File: src/rtl/reg_dump.sv
// Register-bank debug readout: walks [start_addr..end_addr] (wrapping) and streams each word.
// Latency: start -> first m_valid 2 cycles; one word per 2 cycles with m_ready held high.
// Backpressure: m_valid/m_data/m_last hold until m_ready; the walk stalls, nothing dropped.
//
// Ports: clk/rst (sync, active-high); start, start_addr, end_addr request a dump;
// ra/rd form the register-bank read port; m_valid/m_data/m_last/m_ready stream words out;
// busy is high outside IDLE; done pulses for one cycle after the final handshake.
// Optional macro REG_DUMP_CSUM_EN appends an XOR checksum word carrying m_last.
module reg_dump #(
    parameter int NREGS = 32,
    parameter int AW    = 5,
    parameter int DW    = 32
) (
    input  logic          clk,
    input  logic          rst,
    input  logic          start,
    input  logic [AW-1:0] start_addr,
    input  logic [AW-1:0] end_addr,
    output logic [AW-1:0] ra,
    input  logic [DW-1:0] rd,
    output logic          busy,
    output logic          m_valid,
    output logic [DW-1:0] m_data,
    output logic          m_last,
    input  logic          m_ready,
    output logic          done
);

    typedef enum logic [2:0] {
        S_IDLE,
        S_LOAD,
        S_SEND,
        S_CSUM,
        S_DONE
    } state_t;

    state_t        state;
    logic [AW-1:0] end_q;
    logic          last_q;
    logic [AW-1:0] ra_next;

`ifdef REG_DUMP_CSUM_EN
    logic [DW-1:0] acc;
`endif

    // ra doubles as the walk pointer; it only moves when entering LOAD,
    // so it holds the address of the word currently queued in SEND.
    assign ra_next = (ra == AW'(NREGS - 1)) ? '0 : ra + 1'b1;

    always_ff @(posedge clk) begin
        if (rst) begin
            state   <= S_IDLE;
            ra      <= '0;
            end_q   <= '0;
            last_q  <= 1'b0;
            busy    <= 1'b0;
            m_valid <= 1'b0;
            m_data  <= '0;
            m_last  <= 1'b0;
            done    <= 1'b0;
`ifdef REG_DUMP_CSUM_EN
            acc     <= '0;
`endif
        end else begin
            done <= 1'b0;
            case (state)
                S_IDLE: begin
                    if (start) begin
                        ra    <= start_addr;
                        end_q <= end_addr;
                        busy  <= 1'b1;
                        state <= S_LOAD;
`ifdef REG_DUMP_CSUM_EN
                        acc   <= '0;
`endif
                    end
                end

                S_LOAD: begin
                    // Snapshot: later bank writes cannot alter the queued word.
                    m_data  <= rd;
                    last_q  <= (ra == end_q);
`ifdef REG_DUMP_CSUM_EN
                    m_last  <= 1'b0;
`else
                    m_last  <= (ra == end_q);
`endif
                    m_valid <= 1'b1;
                    state   <= S_SEND;
                end

                S_SEND: begin
                    if (m_ready) begin
                        m_valid <= 1'b0;
                        m_last  <= 1'b0;
`ifdef REG_DUMP_CSUM_EN
                        acc     <= acc ^ m_data;
`endif
                        if (last_q) begin
`ifdef REG_DUMP_CSUM_EN
                            state <= S_CSUM;
`else
                            done  <= 1'b1;
                            state <= S_DONE;
`endif
                        end else begin
                            ra    <= ra_next;
                            state <= S_LOAD;
                        end
                    end
                end

`ifdef REG_DUMP_CSUM_EN
                S_CSUM: begin
                    // First cycle presents the checksum (accumulator now includes
                    // the last data word); remaining cycles wait for the handshake.
                    if (!m_valid) begin
                        m_valid <= 1'b1;
                        m_data  <= acc;
                        m_last  <= 1'b1;
                    end else if (m_ready) begin
                        m_valid <= 1'b0;
                        m_last  <= 1'b0;
                        done    <= 1'b1;
                        state   <= S_DONE;
                    end
                end
`endif

                S_DONE: begin
                    busy  <= 1'b0;
                    state <= S_IDLE;
                end

                default: state <= S_IDLE;
            endcase
        end
    end

endmodule

File: config.mk
export PLATFORM = sky130hd
export DESIGN_NAME = reg_dump
export DESIGN_NICKNAME = d
export VERILOG_FILES = /design/src/rtl/reg_dump.sv
export SDC_FILE = /design/constraint.sdc
export NUM_CORES = 1
export LEC_CHECK = 0
export CAP_MARGIN = 10
export CELL_PAD_IN_SITES_DETAIL_PLACEMENT = 1
export CELL_PAD_IN_SITES_GLOBAL_PLACEMENT = 2
export CORE_ASPECT_RATIO = 0.5
export CORE_MARGIN = 3
export CORE_UTILIZATION = 20
export CTS_CLUSTER_SIZE = 10
export DETAILED_ROUTE_END_ITERATION = 8
export MAX_ROUTING_LAYER = met4
export PLACE_DENSITY_LB_ADDON = 0.1
export SYNTH_ARGS = -nofsm -noshare
export SYNTH_HDL_FRONTEND = slang
export SYNTH_SLANG_ARGS = --single-unit
File: constraint.sdc
create_clock -name clk -period 1.7 [get_ports clk]
set_input_delay 0.34 -clock clk [delete_from_list [all_inputs] [get_ports clk]]
set_output_delay 0.34 -clock clk [all_outputs]
set_load 0.1 [all_outputs]
==> results.sh <==
export IMPL_outcome="complete, but fails checks"
export IMPL_violations="negative setup slack"
export IMPL_synth_cell_types=33
export IMPL_grt_pass1_wl_mm=10.4
export IMPL_timing_fmax_mhz=537
export IMPL_worst_pin_slew_ns=0.391
export IMPL_comb_power_share=0.320
export IMPL_cts_tree="built"
export IMPL_finalSetupViolCount=2
export IMPL_avgSynthCellArea_um2=8.34
export IMPL_ys_seq_elements=50
export IMPL_drv_cap=0
export IMPL_drt_iter0_drc=39
export IMPL_period_share=1.10
export IMPL_gp_congestion=0.727
export IMPL_worstSetupStartpointType="register"
export IMPL_cts_htree_levels=2
export IMPL_pwr_share_seq=0.396
export IMPL_postCtsHoldBufs=0
export IMPL_synth_area_leaders="dfxtp_1 51%, nand2_1 13%, a21oi_1 9.2%"
export IMPL_place_hpwl_mm=4.74
export IMPL_fin_skew_ns=0.00693
export IMPL_grt_start_max_net_pins=33
export IMPL_yosys_warnings=0
export IMPL_yosysTopAreaCellShare=0.511
export IMPL_final_nets=375
export IMPL_hold_viol_final=0
export IMPL_rsz0062_at_grt="yes"
export IMPL_cts_sinks=50
export IMPL_ant_nets=0
export IMPL_root_buffer="clkbuf_16"
export IMPL_vias=1890
export IMPL_period_minus_slack_ns=1.86
export IMPL_post_cts_setup_buffer_count=0
export IMPL_synth_simple_area_share=0.241
export IMPL_die_area_um2=11100
export IMPL_hold_start="rst"
export IMPL_area_growth_pct=84.9
export IMPL_layout_drive_gt1_share=0.248
export IMPL_clkPwrFrac=0.283
export IMPL_wl_per_cell_um=13.8
export IMPL_synth_edff_count=0
export IMPL_clk_path_buf_depth=2
export IMPL_dp_cells=450
export IMPL_core_um2=9100
export IMPL_clk_pin_slew_ns=0.07
export IMPL_cp_arrival_ns=2.08
export IMPL_p_int_mw=2.21
export IMPL_ys_flop_type="dfxtp_1"
export IMPL_drc_errors=0
export IMPL_p_per_area_nw_per_um2=923
export IMPL_fin_ws_ns=-0.162
export IMPL_synth_top_family_by_area="simple AND/OR/NAND/NOR gates"
export IMPL_routed_wirelength_mm=6.29
export IMPL_worst_setup_path_end_kind="register"
export IMPL_min_path_type="primary input to register"
export IMPL_final_max_slew_viol_count=0
export IMPL_totalPowerFinal_mw=3.35
export IMPL_switching_share=0.339
export IMPL_synthArstFlopShare=0
export IMPL_design_area_um2=3620
export IMPL_die_h_um=76.0
export IMPL_yosysSeqAreaShare=0.511
export IMPL_syn_nets=283
export IMPL_relSlewSlack=0.739
export IMPL_synth_compound_area_share=0.149
export IMPL_syn_cell_area_um2=1960
export IMPL_power_leakage_nw=1.37
export IMPL_rr_startpoint="ra[1]"
export IMPL_globalRoute_totalOverflow=0
export IMPL_grt_use_total=0.119
export IMPL_synth_common_cells="68 x nand2_1, 50 x dfxtp_1, 36 x a21oi_1"
export IMPL_first_pass_iters=4
export IMPL_io_buffers=86
export IMPL_critPathKind="register to register"
export IMPL_synth_area_mux_share=0.0255
export IMPL_synthCells=235
export IMPL_yosysMostFrequentCell="nand2_1"
export IMPL_insertion_delay_ns=0.29
export IMPL_placed_area_um2=3490
export IMPL_cp_required_ns=1.91
export IMPL_antennaDiodeCount=0
export IMPL_worst_path_max_fanout=4
export IMPL_synth_xor_area_share=0.0223
export IMPL_core_rowCount=24
export IMPL_grt_pass1_vias=2048
export IMPL_start_util=0.215
export IMPL_synth_fa_ha_area_frac=0.0128
export IMPL_viasPerCell=4.14
export IMPL_cts_inserted_buffers=5
export IMPL_startpoint="ra[1]"
export IMPL_final_cell_count_no_fill=457
export IMPL_pin_count=87
export IMPL_antenna_found_initial=0
export IMPL_netlist_top_cell_by_area="dfxtp_1"
export IMPL_fp_dieW_um=146
export IMPL_power_switching_mw=1.13
export IMPL_fillers=1026
export IMPL_vdd_drop_max_v=0.000354
==> flip-flops by register name, summed over array words and instances, names as in the netlist <==
name	cells
busy	1
done	1
end_q	5
last_q	1
m_data	32
m_last	1
m_valid	1
ra	5
state	3
==> stage by stage <==
| stage | hold WS, ns | utilization | TNS, ns | setup WS, ns |
|---|---|---|---|---|
| floorplan | 0.467 | - | -0.364 | -0.229 |
| global placement | 0.479 | 0.383 | -0.282 | -0.107 |
| detailed placement | 0.484 | 0.383 | -0.424 | -0.167 |
| CTS | 0.389 | 0.398 | -0.241 | -0.174 |
| global route | 0.409 | 0.398 | -0.349 | -0.219 |
| finish | 0.405 | 0.398 | -0.233 | -0.162 |
==> power groups by stage <==
stage               sequential [mW]  clock, mW  combinational, mW
floorplan                      1.74          0              0.212
global placement               1.35          0               1.07
detailed placement             1.35          0               1.08
CTS                            1.33      0.993               1.08
global route                   1.34       1.04               1.13
finish                         1.33      0.947               1.07
==> repair_timing <==
action	in CTS	in global routing
setup endpoints to repair	2	22
gates cloned	0	0
gates resized for setup	0	2
==> cell usage in the layout (no fill, tap or decap) <==
| cell | n |
|---|---|
| a211o_1 | 1 |
| a211oi_1 | 3 |
| a21boi_4 | 1 |
| a21oi_1 | 36 |
| a311oi_1 | 2 |
| and2b_1 | 1 |
| and3_4 | 1 |
| buf_12 | 42 |
| buf_2 | 1 |
| buf_4 | 13 |
| clkbuf_16 | 5 |
| clkdlybuf4s50_1 | 44 |
| clkinv_2 | 2 |
| dfxtp_1 | 44 |
| dfxtp_2 | 4 |
| dfxtp_4 | 2 |
| ha_4 | 2 |
| inv_1 | 1 |
| mux2i_1 | 5 |
| nand2_1 | 68 |
| nand2b_1 | 5 |
| nand3_1 | 4 |
| nand3b_1 | 2 |
| nand4_1 | 1 |
| nor2_1 | 17 |
| nor2_2 | 1 |
| nor3_1 | 2 |
| nor3_2 | 1 |
| nor4_1 | 1 |
| o21ai_0 | 3 |
| o21ai_1 | 1 |
| o2bb2ai_2 | 1 |
| o32ai_2 | 1 |
| or2_4 | 1 |
| or3b_2 | 2 |
| or4b_4 | 1 |
| xnor2_1 | 2 |
| xor2_1 | 3 |
==> metal layers <==
metal | global-route usage | vias up | wire (um)
met5 | - | - | 0
met4 | 0.0281 | 0 | 52
met3 | 0.0434 | 4 | 373
met2 | 0.193 | 49 | 2890
met1 | 0.142 | 876 | 2970
li1 | - | 961 | -
==> kinds of logic (layout without fill, tap and decap cells) <==
| group | count (synthesis) | in the layout |
|---|---|---|
| mux | 5 | 5 |
| buf+inv | 16 | 108 |
| xor+xnor | 5 | 5 |
| compound gates | 49 | 49 |
| flops | 50 | 50 |
| fa+ha+maj | 2 | 2 |
| simple gates | 108 | 108 |
==> final cells by class <==
cell class	count	area (um^2)	share of cell area
clock buffers	5	125	0.0345
clock inverters	2	10.0	0.00276
inverters	1	3.75	0.00104
multi-input cells	169	926	0.255
flip-flops and latches	50	1010	0.280
well taps	130	163	0.0449
repair buffers	100	1380	0.382
==> critical path, stage by stage (launching register included) <==
cell and delay [ns]:
dfxtp_4 0.35, ha_4 0.15, and3_4 0.18, ha_4 0.16
or4b_4 0.52, o32ai_2 0.21, nand2_1 0.08, a21oi_1 0.15
==> final timing paths <==
kind	end	slack, ns	cells after the start
max	ra[3]	-0.16	7
min	end_q[0]	0.41	2
max reg2reg	ra[3]	-0.16	7
min reg2reg	m_data[19]	0.49	2
Note: power is estimated with default switching activity, not from simulation.
